File: config.mk
export PLATFORM = sky130hd
export DESIGN_NAME = mux_arb_reg
export DESIGN_NICKNAME = d
export VERILOG_FILES = /design/src/rtl/mux_arb_reg.sv
export SDC_FILE = /design/constraint.sdc
export NUM_CORES = 1
export LEC_CHECK = 0
export BUFFER_PORTS_ARGS = -buffer_cell sky130_fd_sc_hd__buf_2
export CORE_ASPECT_RATIO = 0.8
export CORE_MARGIN = 5
export CORE_UTILIZATION = 37
export CTS_BUF_LIST = sky130_fd_sc_hd__clkbuf_16
export CTS_CLUSTER_DIAMETER = 120
export DETAILED_ROUTE_END_ITERATION = 10
export HOLD_SLACK_MARGIN = 0.08
export PLACE_DENSITY = 0.78
export SETUP_SLACK_MARGIN = 0.4
export SYNTH_ARGS = -nofsm -noshare
export SYNTH_HDL_FRONTEND = slang
export SYNTH_SLANG_ARGS = --single-unit
File: constraint.sdc
create_clock -name clk -period 1.7 [get_ports clk]
set_input_delay 0.34 -clock clk [delete_from_list [all_inputs] [get_ports clk]]
set_output_delay 0.34 -clock clk [all_outputs]
set_load 0.01 [all_outputs]
File: src/rtl/mux_arb_reg.sv
// ---------------------------------------------------------------------------
// mux_arb_reg
//   N-channel, WIDTH-bit datapath selector with a single registered output
//   stage. Every input channel and the output use a valid/ready handshake.
//   The channel is chosen either by a fixed selector (mode = 0) or by
//   round-robin arbitration among the valid channels (mode = 1).
//
// Ports
//   clk        in   1        rising-edge clock
//   reset_n    in   1        asynchronous assert, synchronous release, active low
//   mode       in   1        0 = fixed select, 1 = round-robin
//   selector   in   SEL_W    channel index used when mode = 0
//   in_valid   in   N        bit i: channel i presents data
//   in_data    in   N*WIDTH  channel i occupies [i*WIDTH +: WIDTH]
//   in_ready   out  N        one-hot or zero: channel i transfers if in_valid[i]
//   out_valid  out  1        output register holds valid data
//   out_data   out  WIDTH    registered data
//   out_sel    out  SEL_W    index of the channel that produced out_data
//   out_ready  in   1        sink accepts out_data this cycle
// ---------------------------------------------------------------------------
module mux_arb_reg #(
    parameter int WIDTH = 32,
    parameter int N     = 4,
    localparam int SEL_W = $clog2(N)
) (
    input  logic                 clk,
    input  logic                 reset_n,
    input  logic                 mode,
    input  logic [SEL_W-1:0]     selector,
    input  logic [N-1:0]         in_valid,
    input  logic [N*WIDTH-1:0]   in_data,
    output logic [N-1:0]         in_ready,
    output logic                 out_valid,
    output logic [WIDTH-1:0]     out_data,
    output logic [SEL_W-1:0]     out_sel,
    input  logic                 out_ready
);

    // Round-robin search: first valid channel after ptr, wrapping modulo N.
    // Returns {found, index}. The loop runs from the farthest candidate to
    // the nearest so the nearest valid channel is the last one written.
    function automatic logic [SEL_W:0] rr_pick(
        input logic [N-1:0]     valid,
        input logic [SEL_W-1:0] ptr
    );
        logic [SEL_W:0]   res;
        logic [31:0]      pos;
        logic [SEL_W-1:0] idx;
        res = {1'b0, {SEL_W{1'b0}}};
        for (int k = N; k >= 1; k--) begin
            pos = (32'(ptr) + 32'(k)) % 32'(N);
            idx = pos[SEL_W-1:0];
            if (valid[idx]) begin
                res = {1'b1, idx};
            end else begin
                res = res;
            end
        end
        return res;
    endfunction

    // Fixed-select grant check: a selector outside 0..N-1 never grants.
    function automatic logic fixed_ok(
        input logic [N-1:0]     valid,
        input logic [SEL_W-1:0] sel
    );
        logic ok;
        if (32'(sel) < 32'(N)) begin
            ok = valid[sel];
        end else begin
            ok = 1'b0;
        end
        return ok;
    endfunction

    logic             out_valid_r;
    logic [WIDTH-1:0] out_data_r;
    logic [SEL_W-1:0] out_sel_r;
    logic [SEL_W-1:0] rr_ptr_r;

    logic             accept_s;
    logic             grant_valid_s;
    logic [SEL_W-1:0] grant_idx_s;
    logic [SEL_W:0]   rr_res_s;
    logic [N-1:0]     ready_s;
    logic             xfer_s;

    // The register can take a new word when it is empty or being drained now.
    assign accept_s = !out_valid_r || out_ready;

    assign rr_res_s = rr_pick(in_valid, rr_ptr_r);

    // Grant selection; mode is applied in the same cycle it changes.
    always_comb begin
        grant_valid_s = 1'b0;
        grant_idx_s   = {SEL_W{1'b0}};
        case (mode)
            1'b0: begin
                grant_valid_s = fixed_ok(in_valid, selector);
                grant_idx_s   = selector;
            end
            1'b1: begin
                grant_valid_s = rr_res_s[SEL_W];
                grant_idx_s   = rr_res_s[SEL_W-1:0];
            end
            default: begin
                grant_valid_s = 1'b0;
                grant_idx_s   = {SEL_W{1'b0}};
            end
        endcase
    end

    // One-hot ready toward the granted channel when the register can accept.
    // A grant already implies in_valid of that channel, so ready doubles as
    // the transfer strobe.
    always_comb begin
        ready_s = {N{1'b0}};
        if (grant_valid_s && accept_s) begin
            ready_s[grant_idx_s] = 1'b1;
        end else begin
            ready_s = {N{1'b0}};
        end
    end

    assign xfer_s   = grant_valid_s && accept_s;
    // Ready is forced low while reset is asserted, independent of the clock.
    assign in_ready = ready_s & {N{reset_n}};

    // Output register: load on transfer (also during a drain, so no bubble),
    // clear valid on a drain-only cycle, hold otherwise.
    always_ff @(posedge clk or negedge reset_n) begin
        if (!reset_n) begin
            out_valid_r <= 1'b0;
            out_data_r  <= {WIDTH{1'b0}};
            out_sel_r   <= {SEL_W{1'b0}};
        end else if (xfer_s) begin
            out_valid_r <= 1'b1;
            out_data_r  <= in_data[grant_idx_s*WIDTH +: WIDTH];
            out_sel_r   <= grant_idx_s;
        end else if (out_valid_r && out_ready) begin
            out_valid_r <= 1'b0;
            out_data_r  <= out_data_r;
            out_sel_r   <= out_sel_r;
        end else begin
            out_valid_r <= out_valid_r;
            out_data_r  <= out_data_r;
            out_sel_r   <= out_sel_r;
        end
    end

    // Round-robin pointer: starts at N-1 so channel 0 wins first after reset;
    // only round-robin transfers move it, and it survives mode changes.
    always_ff @(posedge clk or negedge reset_n) begin
        if (!reset_n) begin
            rr_ptr_r <= SEL_W'(N - 1);
        end else if (xfer_s && mode) begin
            rr_ptr_r <= grant_idx_s;
        end else begin
            rr_ptr_r <= rr_ptr_r;
        end
    end

    assign out_valid = out_valid_r;
    assign out_data  = out_data_r;
    assign out_sel   = out_sel_r;

endmodule

==> run metrics, run 1 <==
Total Power=4.85 mW; initial antenna violation count=0; Worst Setup End Kind=output port; hold_ws=0.153 ns; synthesized area=2350 µm²; failing checks=negative setup slack; Clk Latency, worst-skew pair=0.27 ns; Worst Skew=0.00186 ns; total gr overflow=0; min Tclk post-route=2.25 ns; Synth warnings=0; placed inst area=3540 µm²; max-cap violations=0; Seq cells post-synth=37; VDD IR-drop max=0.596 mV; CP Class=flop to output port; CP startpoint kind=flop; residual DRC count=0; top_reg_cell synth=dfrtp_1; total number of vias=2642; Post-synth EDFFs=0; RD Place Congestion=0.864; P_leak=2.15 nW; worst r2r src=rr_ptr_r[1]; DP Worst Slack=-0.302 ns; worst-case reg-to-reg path depth=9; fmax=445 MHz; CTS Hold Buffers Added=0; Wirelength per Cell=16.4 µm; sequential share of the synthesized area=39.5%; Storage cell area=928 µm²; top cells by area, synth=dfrtp_1, mux2i_1, o221ai_1, nand2_1, buf_2; Layout Nets=566; RSZ-0062 raised after global routing=true; # setup viols final=39; Via-to-Cell Ratio=5.16; io pins=177; CTS tree=built; # diodes=0; clk sinks=37; final cell count without fillers=512; HP Class=input pin to async pin; final wirelength=8410 µm; Pwr Density=1200 nW/µm²; Post-Synthesis Cells=226; Root Buffer=clkbuf_16; ys async rst share=100%; Post-DP HPWL=6110 µm; # H-tree levels=2; CP required=1.36 ns; Synth Area per Inst=10.4 µm²; Fin. Hold Viols=0; DRT iter0 DRCs=40; Slew Limit Headroom=68.0%; layout cell share with drive strength beyond 1=57.7%; cell count after placement=488; Layout area overhead=72.1%; period utilization=132%; status=finished with violations; vias in the first global route=2775; total CTS buffers=5; post-route cell area=4050 µm²; Core ar.=6280 µm²; Port-buffer cells=176; final core occ=64.4%; Critical R2R Capture=out_data[21]; max-slew violation count=0; clk buf depth=2; Die Ht=81.3 µm; Reg2Reg Setup Slack=-0.42 ns; Total Neg Setup Slack=-14.26 ns; Starting Density=37.4%; post-synth top area share=37.3%; Post-DRT Antenna Nets=0; final-layout fill cell count=515; Final WS setup=-0.545 ns; first-pass iteration count of the detailed router=4; die area=8060 µm²; actual slew at the worst max-slew pin=0.480 ns; crit-path max FO=5; die width=99.1 µm; # rows=26; first-pass GRT wire length=12700 µm; largest area contributor in the netlist=dfrtp_1; multi-input logic area=1400 µm²; post-synthesis cell type count=28; Worst-path clk slew=0.05 ns; WP data arrival=1.91 ns; total track usage=19.8%; Syn Nets=364; largest net degree at the start of global routing=38
-- area by class of cell --
type	count	share of cell area, %
timing repair buffer	214	35.6
clock inverter	2	0.866
inverter	3	0.278
clock buffer	5	3.09
multi-input combinational	167	34.6
tap	84	2.60
sequential	37	23.0
-- critical path, stage by stage (launching register included) --
cell and delay [ns]:
dfstp_2 0.58, nand2b_1 0.15, a22o_1 0.16, a211oi_2 0.10, mux2_4 0.31, nor3_4 0.18, buf_2 0.16
-- Yosys cell counts (3+ instances only) --
| library cell | count |
|---|---|
| nand2_1 | 40 |
| buf_2 | 14 |
| buf_6 | 3 |
| nor3_1 | 3 |
| o221ai_1 | 32 |
| dfrtp_1 | 35 |
| mux2i_1 | 65 |
| inv_1 | 3 |
| nor2_1 | 4 |
-- flip-flops by register name, indices dropped and copies added, names as in the netlist --
name / cells
out_data: 32
out_valid: 1
rr_ptr_r: 2
out_sel: 2
-- logic make-up after synthesis --
group,count (synthesis),synth area share (%)
AO/OA/AOI/OAI,43,15.4
buffers and inverters,22,5.38
flip-flops,37,39.5
multiplexers,68,29.6
AND/OR/NAND/NOR,56,10.1
-- where the power goes --
| part | leakage (nW) | internal (mW) | switching (mW) |
|---|---|---|---|
| clock | 0.0797 | 0.680 | 0.332 |
| combinational | 1.62 | 1.33 | 1.12 |
| sequential | 0.449 | 1.21 | 0.175 |
| total | 2.15 | 3.22 | 1.63 |
-- per-layer routing --
metal	GRT usage (%)	vias to the layer above	share of wire, %
met5	0	-	0
met4	6.41	0	2.3
met3	6.70	18	9.9
met2	35.3	137	50
met1	22.4	1222	38
li1	-	1265	-
-- repair_timing --
action                     4_1_cts  5_1_grt
pin swaps                        8        7
gates cloned                     3        0
setup buffers                   13        1
resized for setup               13       28
setup endpoints to repair       40       40
-- how the worst max path moves through the flow --
stage                startpoint            to  slack [ns]
finish              rr_ptr_r[0]   in_ready[1]       -0.55
floorplan           rr_ptr_r[1]   in_ready[1]       -0.12
detailed placement  in_valid[2]  out_data[20]       -0.30
CTS                 rr_ptr_r[0]   in_ready[1]       -0.48
global route        rr_ptr_r[0]   in_ready[1]       -0.60
global placement    selector[0]   in_ready[2]       -0.25
-- layout by cell type, fill, tap and decap left out, types with 4 or more instances in the layout --
cell type,Yosys,routed
clkbuf_16,0,5
nand2_1,40,37
buf_6,3,20
buf_2,14,171
dfrtp_1,35,35
buf_12,0,7
o221ai_1,32,32
mux2i_2,0,4
mux2i_1,65,61
buf_4,1,11
(Power assumes the default switching activity.)
==> run 2, diff against run 1 <==
- CORE_MARGIN: 5 -> 2
- PLACE_DENSITY: 0.78 -> default
- PLACE_DENSITY_LB_ADDON: default -> 0.05
==> run metrics, run 2 (synthesized netlist as in run 1, its figures left out) <==
commonest non-fill, non-tap cell in the layout=buf_2; Layout Nets=579; P_int=3.50 mW; fmax=461 MHz; CTS tree=built; io pins=177; final cell count without fillers=523; max-cap violations=0; CP startpoint kind=flop; Port-buffer cells=176; CP required=1.36 ns; Clock power frac=18.9%; Post-DRT Antenna Nets=0; failing checks=negative setup slack; # setup viols final=38; Clk Latency, worst-skew pair=0.27 ns; worst r2r src=rr_ptr_r[1]; vias in the first global route=2668; period utilization=128%; RD Place Congestion=0.857; DRT iter0 DRCs=89; Die Ht=75.3 µm; total number of vias=2722; crit-path max FO=3; first-pass GRT wire length=12600 µm; Storage cell area=928 µm²; final wirelength=8820 µm; multi-input logic area=1610 µm²; Root Buffer=clkbuf_16; status=finished with violations; Worst Setup End Kind=output port; worst-case reg-to-reg path depth=9; final-layout fill cell count=421; Starting Density=38.9%; most frequent cells in the layout=buf_2, mux2i_1, nand2_1; # H-tree levels=2; die area=7010 µm²; switch share=34.0%; RSZ-0062 raised after global routing=true; residual DRC count=0; max-slew violation count=0; Pwr Density=1190 nW/µm²; max FFs per register=32; total gr overflow=0; sequential share of power=26.4%; die width=93.1 µm; net switching power=1.80 mW; # diodes=0; HP Class=input pin to async pin; WP data arrival=1.83 ns; Fin. Hold Viols=0; min Tclk post-route=2.17 ns; clk buf depth=2; Critical R2R Capture=out_data[17]; first-pass iteration count of the detailed router=4; Wirelength per Cell=16.9 µm; # rows=25; Slew Limit Headroom=68.2%; total CTS buffers=5; total track usage=22.8%; CP Class=flop to output port; Post-DP HPWL=5720 µm; Reg2Reg Setup Slack=-0.43 ns; Comb pwr share=54.7%; Layout area overhead=90.2%; Core ar.=6040 µm²; clk sinks=37; Final WS setup=-0.468 ns; P_leak=2.26 nW; actual slew at the worst max-slew pin=0.476 ns; Via-to-Cell Ratio=5.20; hold_ws=0.161 ns; VDD IR-drop max=0.776 mV; cell count after placement=484; initial antenna violation count=0; Worst-path clk slew=0.06 ns; Worst Skew=0.00375 ns; largest net degree at the start of global routing=38; layout cell share with drive strength beyond 1=64.0%
[run 2: changes by cell type in the layout (fill, tap and decap cells not counted), moves of 7 or more]
| cell | change |
|---|---|
| buf_6 | -7 |
| mux2i_1 | -12 |
| mux2i_4 | +7 |
| buf_4 | +7 |
[run 2: power groups by stage]
stage	Sequential, mW	Clock [mW]	Combinational [mW]
final	1.40	1.00	2.90
after detailed placement	1.40	0	1.93
after global placement	1.39	0	1.90
after CTS	1.38	1.03	2.53
after global routing	1.43	1.08	3.08
after floorplan	1.53	0	1.00
[run 2: per-stage QoR]
| stage | worst slack, ns | power (mW) | area [µm²] | TNS (ns) | utilization, % |
|---|---|---|---|---|---|
| after floorplan | -0.120 | 2.53 | 2430 | -2.40 | - |
| after global placement | -0.244 | 3.30 | 3500 | -7.49 | 58.0 |
| after detailed placement | -0.357 | 3.33 | 3500 | -10.37 | 58.0 |
| after CTS | -0.427 | 4.94 | 4160 | -12.69 | 68.9 |
| after global routing | -0.544 | 5.59 | 4470 | -16.60 | 74.1 |
| final | -0.468 | 5.30 | 4470 | -14.17 | 74.1 |
[run 2: cell type report]
cell class / instances / area share (%)
Multi-Input combinational cell: 167 / 36.0
Clock buffer: 5 / 2.80
Inverter: 3 / 0.252
Sequential cell: 37 / 20.8
Timing Repair Buffer: 227 / 37.1
Clock inverter: 3 / 0.839
Tap cell: 81 / 2.27
[run 2: repair_timing]
action	4_1_cts	5_1_grt
gates resized for setup	48	42
hold buffers	0	0
pin swaps	30	20
buffers inserted	15	9
gates cloned	7	0
endpoints found under the setup margin	40	40
hold endpoints to repair	0	0
[run 2: critical path, stage by stage, from the launching register on]
cell and delay [ns]:
dfstp_2 0.39, buf_6 0.12, a22o_4 0.26, a211oi_4 0.31, mux2i_4 0.14, nor3b_2 0.19
buf_2 0.15
[run 2: worst max path at each step]
stage | start | endpoint | slack (ns) | cells after the start
after floorplan | rr_ptr_r[1] | in_ready[1] | -0.12 | 7
after global placement | in_valid[2] | out_data[4] | -0.24 | 8
after detailed placement | in_valid[2] | out_data[3] | -0.36 | 8
after CTS | rr_ptr_r[0] | in_ready[1] | -0.43 | 6
after global routing | rr_ptr_r[0] | in_ready[2] | -0.54 | 6
final | rr_ptr_r[0] | in_ready[2] | -0.47 | 6
[run 2: metal layers]
layer	up-vias	wire [µm]	GRT usage, %
li1	1296	-	-
met1	1304	3550	28.8
met2	116	4660	41.5
met3	6	554	4.35
met4	0	53	5.23
met5	-	0	0
==> run 3, diff against run 2 <==
- CORE_UTILIZATION: 37 -> 38
- CTS_BUF_LIST: sky130_fd_sc_hd__clkbuf_16 -> sky130_fd_sc_hd__clkbuf_8
- SKIP_LAST_GASP: default -> 1
==> run metrics, run 3 (synthesized netlist as in run 1, its figures left out) <==
Worst Skew=0.00522 ns; Final WS setup=-0.449 ns; total CTS buffers=5; final wirelength=7200 µm; min Tclk post-route=2.15 ns; Fin. Hold Viols=0; layout cell share with drive strength beyond 1=54.9%; final cell count without fillers=496; Slew Limit Headroom=68.7%; max FFs per register=32; residual DRC count=0; WP data arrival=1.81 ns; failing checks=negative setup slack; total track usage=20.8%; status=finished with violations; clk sinks=37; Total Power=4.22 mW; Storage cell area=928 µm²; CP required=1.36 ns; Post-DP HPWL=5550 µm; Layout Nets=552; total gr overflow=0; Worst path max stage delay=0.56 ns; largest net degree at the start of global routing=38; multi-input logic area=1380 µm²; Crit path max-delay family=flip-flops; Layout area overhead=58.8%; Clk Latency, worst-skew pair=0.28 ns; # setup viols final=38; most frequent cells in the layout=buf_2, mux2i_1, nand2_1; Via-to-Cell Ratio=4.97; Port-buffer cells=176; clk buf depth=2; Worst Setup End Kind=output port; final-layout fill cell count=498; total number of vias=2463; CTS Hold Buffers Added=0; slowest cell on the critical path=dfstp_2; Worst-path clk slew=0.07 ns; Core ar.=5940 µm²; CP startpoint kind=flop; Pwr Density=1130 nW/µm²; RSZ-0062 raised after global routing=true; commonest non-fill, non-tap cell in the layout=buf_2; # H-tree levels=2; initial antenna violation count=0; first-pass iteration count of the detailed router=4; first-pass GRT wire length=11300 µm; # rows=25; CTS tree=built; Die Ht=74.4 µm; Starting Density=39.6%; RD Place Congestion=0.788; DRT iter0 DRCs=55; die width=91.9 µm; VDD IR-drop max=0.647 mV; HP Class=input pin to async pin; # diodes=0; fmax=465 MHz; CP bufs+invs=2; Post-DRT Antenna Nets=0; CP Class=flop to output port; actual slew at the worst max-slew pin=0.470 ns; P_leak=2.01 nW; vias in the first global route=2353; crit-path max FO=5; cell count after placement=481; max-slew violation count=0; DP Worst Slack=-0.278 ns; Wirelength per Cell=14.5 µm; CP Cell Sequence=nor2b_2 > nor3_2 > o21ai_1 > a31o_4 > buf_4 > nor3_4 > buf_2; Root Buffer=clkbuf_8; final core occ=62.8%; max-cap violations=0; io pins=177; die area=6840 µm²; period utilization=126%
==> run 3: routing by layer <==
metal | track usage, % | vias up | part of all wire (%)
li1 | - | 1234 | -
met2 | 36.8 | 97 | 50
met4 | 4.98 | 0 | 0.65
met5 | 0 | - | 0
met1 | 26.1 | 1125 | 42
met3 | 5.07 | 7 | 7.4
==> run 3: area by class of cell <==
cell class,count,area share (%)
repair buffers,200,32.1
multi-input cells,167,36.9
flip-flops and latches,37,24.9
well taps,81,2.72
inverters,3,0.302
clock buffers,6,2.21
clock inverters,2,0.905
==> run 3: final timing paths <==
| check | startpoint | endpoint | slack, ns | cells past startpoint |
|---|---|---|---|---|
| setup / recovery | rr_ptr_r[1] | in_ready[3] | -0.45 | 7 |
| hold / removal | reset_n | out_data[18] | 0.13 | 2 |
| setup reg to reg | rr_ptr_r[1] | out_data[22] | -0.42 | 8 |
| hold reg to reg | out_sel[1] | out_sel[1] | 0.47 | 2 |
| max in group asynchronous | reset_n | rr_ptr_r[0] | 1.22 | 2 |
| min in group clk | out_ready | out_valid | 0.37 | 3 |
==> run 3: power breakdown <==
part / switching, mW / internal [mW] / leakage [nW]
clock network: 0.295 / 0.472 / 0.0626
registers: 0.169 / 1.20 / 0.449
logic: 1.00 / 1.08 / 1.50
==> run 3: per-stage QoR <==
step	hold WS [ns]	TNS, ns	area (µm²)
after floorplan	0.0444	-2.40	2430
after global placement	0.454	-6.64	3490
after detailed placement	0.447	-8.56	3490
after CTS	0.136	-14.08	3720
after global routing	0.163	-17.81	3730
final	0.130	-13.26	3730
==> run 3: what timing repair did <==
| action | 4_1_cts | 5_1_grt |
|---|---|---|
| hold endpoints to repair | 0 | 0 |
| resized for setup | 3 | 2 |
| gates cloned | 2 | 0 |
| endpoints found under the setup margin | 40 | 40 |
| pin swaps | 1 | 5 |
| setup buffers | 4 | 1 |
